--- src/rtl/alu_datapath_if.sv ---
// Bus bundle for the ALU datapath: instruction/operand bus, capture and
// output strobes from the controller, and the result, flags and status
// returned by the datapath.
interface alu_datapath_if #(
  parameter int CNT_W = 8
);
  logic [15:0]      fullBitNum;
  logic [15:0]      bus_in;
  logic             ALUin1;
  logic             ALUin2;
  logic             ALU_outlach;
  logic             ALU_outEN;
  logic [15:0]      ALU_out;
  logic             zf;
  logic             cf;
  logic             nf;
  logic             vf;
  logic             res_valid;
  logic             err;
  logic [CNT_W-1:0] op_count;

  modport master (
    output fullBitNum, bus_in, ALUin1, ALUin2, ALU_outlach, ALU_outEN,
    input  ALU_out, zf, cf, nf, vf, res_valid, err, op_count
  );

  modport slave (
    input  fullBitNum, bus_in, ALUin1, ALUin2, ALU_outlach, ALU_outEN,
    output ALU_out, zf, cf, nf, vf, res_valid, err, op_count
  );
endinterface

--- src/rtl/alu_datapath.sv ---
// ALU datapath: captures operand A with the opcode, then operand B, then
// computes and latches a 16-bit result with zero/carry/negative/overflow
// flags. A small sequencing FSM rejects out-of-order or overlapping strobes
// and raises a sticky error. The result drives the bus only when enabled.
module alu_datapath #(
  parameter int CNT_W = 8
) (
  input logic           clk,
  input logic           rst,
  alu_datapath_if.slave bus
);

  typedef enum logic [1:0] {IDLE, A_LD, B_LD, RES} state_t;

  state_t state, next_state;

  logic               cap_a, cap_b, do_latch, set_err;
  logic [1:0]         n_strobe;

  logic signed [15:0] a_p0;
  logic signed [15:0] b_p0;
  logic [3:0]         op_p0;
  logic [15:0]        result_p1;
  logic               zf_p1, cf_p1, nf_p1, vf_p1;
  logic               err_q;
  logic [CNT_W-1:0]   cnt_p1;

  logic [17:0]        eval;
  logic [15:0]        eval_r;
  logic               eval_c, eval_v;
  logic               op_ok;

  // Returns {carry, overflow, result}; undefined opcodes yield all zeros.
  function automatic logic [17:0] alu_eval(input logic [3:0] op,
                                           input logic signed [15:0] a,
                                           input logic signed [15:0] b);
    logic [16:0] sum;
    logic [15:0] r;
    logic        c;
    logic        v;
    logic [31:0] sh;
    r   = 16'h0000;
    c   = 1'b0;
    v   = 1'b0;
    sum = 17'h0;
    sh  = 32'h0;
    case (op)
      4'b1001: begin
        sum = {1'b0, a} + {1'b0, b};
        r   = sum[15:0];
        c   = sum[16];
        v   = (a[15] == b[15]) && (r[15] != a[15]);
      end
      4'b1010: begin
        r = a - b;
        c = $unsigned(a) < $unsigned(b);
        v = (a[15] != b[15]) && (r[15] != a[15]);
      end
      4'b1011: r = a & b;
      4'b1100: r = a | b;
      4'b1101: r = a ^ b;
      4'b1110: begin
        // The last bit pushed out of the top lands at bit 16 of the
        // widened word; a zero shift leaves it clear.
        sh = {16'h0000, a} << b[3:0];
        r  = sh[15:0];
        c  = sh[16];
      end
      4'b1111: begin
        // Mirror image: the last bit pushed out of the bottom lands at bit 15.
        sh = {a, 16'h0000} >> b[3:0];
        r  = sh[31:16];
        c  = sh[15];
      end
      default: begin
        r = 16'h0000;
        c = 1'b0;
        v = 1'b0;
      end
    endcase
    return {c, v, r};
  endfunction

  assign eval   = alu_eval(op_p0, a_p0, b_p0);
  assign eval_c = eval[17];
  assign eval_v = eval[16];
  assign eval_r = eval[15:0];
  assign op_ok  = (op_p0 >= 4'b1001);

  assign n_strobe = {1'b0, bus.ALUin1} + {1'b0, bus.ALUin2} + {1'b0, bus.ALU_outlach};

  // Sequencer state register.
  always_ff @(posedge clk) begin
    if (!rst) state <= IDLE;
    else      state <= next_state;
  end

  // Next-state and per-cycle control decode; overlapping strobes only flag an error.
  always_comb begin
    next_state = state;
    cap_a      = 1'b0;
    cap_b      = 1'b0;
    do_latch   = 1'b0;
    set_err    = 1'b0;
    if (n_strobe >= 2'd2) begin
      set_err = 1'b1;
    end else begin
      case (state)
        IDLE: begin
          if (bus.ALUin1) begin
            cap_a      = 1'b1;
            next_state = A_LD;
          end else if (bus.ALUin2 || bus.ALU_outlach) begin
            set_err = 1'b1;
          end
        end
        A_LD: begin
          if (bus.ALUin1) begin
            cap_a = 1'b1;
          end else if (bus.ALUin2) begin
            cap_b      = 1'b1;
            next_state = B_LD;
          end else if (bus.ALU_outlach) begin
            set_err = 1'b1;
          end
        end
        B_LD: begin
          if (bus.ALUin2) begin
            cap_b = 1'b1;
          end else if (bus.ALU_outlach) begin
            do_latch   = 1'b1;
            next_state = RES;
          end else if (bus.ALUin1) begin
            set_err    = 1'b1;
            cap_a      = 1'b1;
            next_state = A_LD;
          end
        end
        RES: begin
          if (bus.ALUin1) begin
            cap_a      = 1'b1;
            next_state = A_LD;
          end else if (bus.ALUin2 || bus.ALU_outlach) begin
            set_err = 1'b1;
          end
        end
        default: next_state = IDLE;
      endcase
    end
  end

  // Stage p0 -> p1: operand capture, result/flag latch, counter and sticky error.
  always_ff @(posedge clk) begin
    if (!rst) begin
      a_p0      <= '0;
      b_p0      <= '0;
      op_p0     <= '0;
      result_p1 <= '0;
      zf_p1     <= 1'b0;
      cf_p1     <= 1'b0;
      nf_p1     <= 1'b0;
      vf_p1     <= 1'b0;
      cnt_p1    <= '0;
      err_q     <= 1'b0;
    end else begin
      if (cap_a) begin
        a_p0  <= bus.bus_in;
        op_p0 <= bus.fullBitNum[15:12];
      end
      if (cap_b) b_p0 <= bus.bus_in;
      if (do_latch) begin
        result_p1 <= eval_r;
        zf_p1     <= (eval_r == 16'h0000);
        cf_p1     <= eval_c;
        nf_p1     <= eval_r[15];
        vf_p1     <= eval_v;
        cnt_p1    <= cnt_p1 + CNT_W'(1);
      end
      if (set_err || (do_latch && !op_ok)) err_q <= 1'b1;
    end
  end

  assign bus.ALU_out   = bus.ALU_outEN ? result_p1 : 16'h0000;
  assign bus.zf        = zf_p1;
  assign bus.cf        = cf_p1;
  assign bus.nf        = nf_p1;
  assign bus.vf        = vf_p1;
  assign bus.res_valid = (state == RES);
  assign bus.err       = err_q;
  assign bus.op_count  = cnt_p1;

endmodule

--- src/flat_wrapper.sv ---
// flat-port wrapper written by rule: the top's interface ports become plain ports
module alu_datapath_flat 
#(
  parameter int CNT_W = 8
)
  (clk, rst, bus_fullBitNum, bus_bus_in, bus_ALUin1, bus_ALUin2, bus_ALU_outlach, bus_ALU_outEN, bus_ALU_out, bus_zf, bus_cf, bus_nf, bus_vf, bus_res_valid, bus_err, bus_op_count);
  alu_datapath_if #(.CNT_W(CNT_W)) bus_i ();
  input logic clk;
  input logic rst;
  input wire logic [$bits(bus_i.fullBitNum)-1:0] bus_fullBitNum;
  input wire logic [$bits(bus_i.bus_in)-1:0] bus_bus_in;
  input wire logic [$bits(bus_i.ALUin1)-1:0] bus_ALUin1;
  input wire logic [$bits(bus_i.ALUin2)-1:0] bus_ALUin2;
  input wire logic [$bits(bus_i.ALU_outlach)-1:0] bus_ALU_outlach;
  input wire logic [$bits(bus_i.ALU_outEN)-1:0] bus_ALU_outEN;
  output wire logic [$bits(bus_i.ALU_out)-1:0] bus_ALU_out;
  output wire logic [$bits(bus_i.zf)-1:0] bus_zf;
  output wire logic [$bits(bus_i.cf)-1:0] bus_cf;
  output wire logic [$bits(bus_i.nf)-1:0] bus_nf;
  output wire logic [$bits(bus_i.vf)-1:0] bus_vf;
  output wire logic [$bits(bus_i.res_valid)-1:0] bus_res_valid;
  output wire logic [$bits(bus_i.err)-1:0] bus_err;
  output wire logic [$bits(bus_i.op_count)-1:0] bus_op_count;
  assign bus_i.fullBitNum = bus_fullBitNum;
  assign bus_i.bus_in = bus_bus_in;
  assign bus_i.ALUin1 = bus_ALUin1;
  assign bus_i.ALUin2 = bus_ALUin2;
  assign bus_i.ALU_outlach = bus_ALU_outlach;
  assign bus_i.ALU_outEN = bus_ALU_outEN;
  assign bus_ALU_out = bus_i.ALU_out;
  assign bus_zf = bus_i.zf;
  assign bus_cf = bus_i.cf;
  assign bus_nf = bus_i.nf;
  assign bus_vf = bus_i.vf;
  assign bus_res_valid = bus_i.res_valid;
  assign bus_err = bus_i.err;
  assign bus_op_count = bus_i.op_count;
  alu_datapath #(.CNT_W(CNT_W)) u_core (.clk(clk), .rst(rst), .bus(bus_i));
endmodule
--- config.mk ---
export PLATFORM = sky130hd
export DESIGN_NAME = alu_datapath_flat
export DESIGN_NICKNAME = d
export VERILOG_FILES = /design/src/rtl/alu_datapath_if.sv /design/src/rtl/alu_datapath.sv /design/src/flat_wrapper.sv
export SDC_FILE = /design/constraint.sdc
export NUM_CORES = 1
export LEC_CHECK = 0
export ABC_AREA = 1
export BUFFER_PORTS_ARGS = -buffer_cell sky130_fd_sc_hd__buf_2
export CORE_UTILIZATION = 55
export DETAILED_ROUTE_END_ITERATION = 8
export GPL_ROUTABILITY_DRIVEN = 0
export PLACE_DENSITY_LB_ADDON = 0.2
export SLEW_MARGIN = 20
export SYNTH_ARGS = -nofsm -noshare
export SYNTH_HDL_FRONTEND = slang
export SYNTH_SLANG_ARGS = --single-unit
--- constraint.sdc ---
create_clock -name clk -period 2.43 [get_ports clk]
set_input_delay 0.486 -clock clk [delete_from_list [all_inputs] [get_ports clk]]
set_output_delay 0.486 -clock clk [all_outputs]
set_load 0.01 [all_outputs]
# Word-level counts from Yosys, hierarchy flattened
# Cells that the tools add are included.
[word_totals]
regBits = 67
in_bits = 38
output_inout_bits = 30
elab_cells = 81
[classes]
add_sub_neg = 5
magnitude_cmp = 3
eq_ne = 17
shifts = 2
mux = 28
bitwise_logic = 4
n_reduce_logical = 11
[ops]
columns = ["cell", "count"]
rows = [
  ["$pmux 16 s7", 1],
  ["$shr 32x4->32", 1],
  ["$eq 4x4->1 const B", 7],
  ["$add 16x16->17", 1],
  ["$shl 16x4->17", 1],
  ["$and 16x16->16", 1],
  ["$logic_not 16->1", 1],
  ["$lt 16x16->1", 1],
  ["$mux 16", 1],
  ["$or 16x16->16", 1],
  ["$sub 16x16->16", 1],
  ["$xor 16x16->16", 1],
  ["$mux 1", 15],
  ["$mux 2", 5],
  ["$add 8x1->8 const B", 1],
  ["$ne 2x2->1 const B", 3],
  ["$pmux 1 s2", 3],
  ["$pmux 2 s3", 1],
  ["$eq 2x2->1 const B", 2],
  ["$ge 4x4->1 const B", 1],
  ["$pmux 1 s4", 1],
  ["$reduce_and 4->1", 1],
  ["$logic_and 1x1->1", 3],
  ["$ne 1x1->1", 3],
  ["other kinds (12)", 13],
]

# Depth between registers and ports, before layout
[depth]
ltp_word = 6
ltp_mapped = 20
mapped_depth_nobuf = 19

# Worst setup path before layout
# Ideal clock, no wire load.
[synth_path]
path_type = "register -> register"
start = "reg u_core.b_p0[1]"
end = "reg u_core.zf_p1, in the netlist u_core.bus.zf"
setup_ps = 67
arrival_time_ps = 2198
t_required_ps = 2363
slack_ps = 165
path_stages_with_launch = 20
n_path_buf = 2
period_less_slack_ps = 2265
cell_sequence = "dfxtp_1 > buf_6 > inv_6 > buf_2 > fa_1 > inv_1 > nand3_1 > nand2_1 > nand2_1 > nand2_1 > nand2_1 > nand3_1 > o21ai_0 > nor2_1 > nand2_1 > nor2_1 > nand3_1 > nor2_1 > nor2_1 > nor2_1"
[synth_between]
elab_chain_cells = 3
word_cells_on_any_way = 9
cone_classes = "add/sub: 2; shift: 2; mux: 1; bitwise: 3; reduce/logical: 1"
[synth_lines]
columns = ["item", "line_no", "rtl"]
rows = [
  ["start, declared", "alu_datapath.sv:21", "logic signed [15:0] b_p0;"],
  ["start signal, assigned", "alu_datapath.sv:170", "if (cap_b) b_p0 <= bus.bus_in;"],
  ["$sub 16x16->16, or another cell as far along", "alu_datapath.sv:55", "r = a - b;"],
  ["$pmux 16 s7 (*)", "alu_datapath.sv:47", "case (op)"],
  ["$logic_not 16->1 (*)", "alu_datapath.sv:173", "zf_p1 <= (eval_r == 16'h0000);"],
  ["end signal, assigned", "alu_datapath.sv:173", ""],
  ["end, declared", "alu_datapath.sv:24", "logic zf_p1, cf_p1, nf_p1, vf_p1;"],
]
# Every way passes the cells marked *; elsewhere a longest branch is shown, timed or not.
# A chain may end at the register's enable or synchronous reset.

# Worst setup path in the final report
[layout_path]
start = "reg u_core.a_p0[0]"
end = "reg u_core.zf_p1, in the netlist u_core.bus.zf"
[layout_between]
elab_chain_cells = 3
word_cells_on_any_way = 9
cone_classes = "add/sub: 2; shift: 2; mux: 1; bitwise: 3; reduce/logical: 1"
[layout_lines]
columns = ["item", "line_no", "rtl"]
rows = [
  ["start, declared", "alu_datapath.sv:20", "logic signed [15:0] a_p0;"],
  ["start signal, assigned", "alu_datapath.sv:167", "a_p0 <= bus.bus_in;"],
  ["$sub 16x16->16, or another cell as far along", "alu_datapath.sv:55", ""],
  ["$pmux 16 s7 (*)", "alu_datapath.sv:47", ""],
  ["$logic_not 16->1 (*)", "alu_datapath.sv:173", ""],
]
# Marks and branches as above.

==> impl_results.md <==
* Top-count cell post-synth: nand2_1
* GR Overflow Total at 0
* Starting Density at 57.3%
* Drt drc at 0
* Worst Path Required at 2710 ps
* DRT Pass-1 Iters at 6
* Slew Limit Headroom at 63.9%
* Actual slew at the worst max-slew pin at 537 ps
* Total number of vias at 8108
* Syn nets at 1285
* Setup violation total in the final timing report at 0
* H-tree Lvls at 3
* Sequential area share after synthesis at 19.0%
* Rows at 40
* CP endpoint kind: register
* Chip Width at 115 um
* First-pass GRT wire length at 35000 um
* Worst skew pair latency at 350 ps
* Number of buffers added on ports at 55
* Post-synth top area share at 19.0%
* Final Cell Area at 8360 um2
* Crit-path cells: inv_4, ha_4, inv_2, fa_2, nand2_2, nand2_4, buf_4, nand4_1, nand2_2, nor2_2, nor2_2, nor2_1, nand3_1, nor2_1, nand3_1, nor2_1, nor2_1, nor2_1
* Post-DRT Antenna Nets at 0
* FILL cells at 1163
* DP HPWL at 17200 um
* Max Cap Viol at 0
* VDD IR max at 0.597 mV
* WL/cell at 15.3 um
* Inst Count DP at 1442
* Commonest cells post-synth: nand2_1 (283), nand3_1 (175), inv_1 (145), nor2_1 (126), o21ai_0 (81)
* Die area at 13100 um2
* Combinational Power Share at 39.9%
* Post-synthesis cell area at 6970 um2
* Synth top area cells: dfxtp_1 (19%), nand2_1 (15%), nand3_1 (13%), ha_1 (11%), inv_1 (7.8%)
* Crit Path Max Fanout at 4
* CP startpoint kind: register
* DR iter-0 viols at 793
* Max Fclk at 433 MHz
* Antenna violations before repair at 0
* Final hold vios at 0
* Crit path arrival time at 2590 ps
* NetSw at 1.68 mW
* Clock network power share at 32.2%
* Area added between synthesis and finish at 20.0%
* Post-route minimum period at 2310 ps
* Syn. warnings at 0
* Longest Clk Path Bufs at 2
* Share of cells above drive strength 1 at 20.3%
* Gate count after technology mapping at 1186
* CP dominant cell by count: nor2_1
* Die Y at 115 um
* Final slew viol count at 0
* Fin cells at 1463
* Outcome: finished, final reports clean
* Root buf cell: clkbuf_16
* Count of different cell masters after synthesis at 47
* Pwr dens at 513 nW/um2
* Max incr delay on CP at 390 ps
* Core ar. at 12200 um2
* GRT Total Usage at 34.4%
* Clk_skew at 3.79 ps
* Post-layout util at 68.7%
* Worst Hold Depth at 3
* Placed Area at 7800 um2
* EDFF count, synth at 0
* Pint at 2.61 mW
* TritonCTS clock tree: done
* Asr flop ratio synth at 0%
* Tcrit/Tclk final at 95.0%
* CTS Buf Count at 9
* Drt via density at 5.54
* Flop2flop setup slack at 120 ps
* Static leakage at 4.25 nW
* Critical path's slowest cell: fa_2
* Sequential power share at 27.9%
* WHS Endpoint: u_core.op_p0[0]
* WHS at 420 ps
* Io pins at 68
* FF-to-FF End: u_core.bus.zf
* Sw Share at 39.2%
* Largest net degree at the start of global routing at 42
* Hold wc startpoint: bus_fullBitNum[12]
* Worst r2r path cells at 18
* Final wirelength at 22400 um
* Syn_area_per_cell at 5.87 um2
* ANT cells at 0
* HP Class: in2reg
* Vias in the first global route at 7113
* Reg clk slew, reported paths at 60 ps
* Area leader, netlist: dfxtp_1
* Final nets at 1389
* Clock sink total at 66
* Most used DFF post-synth: dfxtp_1
* Crit Path Category: reg2reg
* RR Startpoint: u_core.a_p0[0]
* Total chip power at 4.29 mW
* Flops & latches, synth at 66
[state kept, by name, summed over array words and instances, names as in the netlist, 2 cells and up]
register / count
u_core.a_p0: 16
u_core.b_p0: 16
u_core.bus.op_count: 8
u_core.op_p0: 4
u_core.result_p1: 15
u_core.state: 2
[worst max-delay path: cells and delay by family, from the launching register on]
| family | cells | cell delay [ps] |
|---|---|---|
| flip-flops | 1 | 360 |
| buffers and inverters | 3 | 250 |
| AND/OR/NAND/NOR | 13 | 1110 |
| adder cells (fa/ha/maj) | 2 | 510 |
[power groups by stage]
stage	Combinational [mW]	Clock (mW)	Sequential (mW)
final	1.71	1.38	1.20
after floorplan	1.03	0	1.24
after detailed placement	1.56	0	1.22
after global placement	1.54	0	1.21
after CTS	1.57	1.39	1.19
after global routing	1.88	1.45	1.20
[area by class of cell]
class / count / area (um2) / share of cell area (%)
Inverter: 160 / 613 / 7.34
Multi-Input combinational cell: 909 / 4930 / 59.0
Sequential cell: 66 / 1330 / 15.9
Tap cell: 168 / 210 / 2.51
Clock inverter: 7 / 83.8 / 1.00
Timing Repair Buffer: 144 / 960 / 11.5
Clock buffer: 9 / 225 / 2.69
[how the worst max path moves through the flow]
stage,from,slack [ps],endpoint
finish,u_core.a_p0[0],120,u_core.bus.zf
detailed placement,u_core.b_p0[0],-6,u_core.bus.zf
CTS,u_core.b_p0[0],4,u_core.bus.zf
floorplan,u_core.b_p0[1],170,u_core.bus.zf
global route,u_core.b_p0[13],-30,u_core.bus.zf
global placement,u_core.b_p0[0],40,u_core.bus.zf
[routing by layer]
| metal | vias up | track usage, % | part of all wire (%) |
|---|---|---|---|
| met5 | - | 0 | 0 |
| met3 | 76 | 7.36 | 8.9 |
| met1 | 3580 | 45.2 | 43 |
| met2 | 396 | 52.3 | 43 |
| met4 | 0 | 19.3 | 5.4 |
| li1 | 4056 | - | - |
[cells in the final DEF (no fill, tap or decap), drive strengths merged, types with 5 or more instances in the layout]
cell type  count
nand2        301
nand3b         5
ha            59
nor3           7
buf          144
nand3        178
a21oi         82
nor2         135
nand4         11
o21ai         89
o211ai        13
inv          163
clkbuf         9
dfxtp         66
[metrics by stage]
step | setup slack (ps) | TNS [ps]
floorplan | 165 | 0
global placement | 42.9 | 0
detailed placement | -5.58 | -5.58
CTS | 4.09 | 0
global route | -26.4 | -26.4
finish | 121 | 0
[kinds of logic (layout without fill, tap and decap cells)]
family                   after synthesis  in the layout  synth area share (%)
flip-flops                            66             66                  19.0
buffers and inverters                211            320                  13.0
XOR/XNOR                               2              2                 0.251
AO/OA/AOI/OAI                        199            199                  15.5
AND/OR/NAND/NOR                      647            647                  41.1
adder cells (fa/ha/maj)               61             61                  11.2
[what timing repair did]
action                     4_1_cts  5_1_grt
gates cloned                     0        0
setup endpoints to repair        1        7
pin swaps                        1       17
gates resized for setup          0       62
setup buffers                    1        4
hold buffers                     0        0
Power figures use the tool's default switching activity.
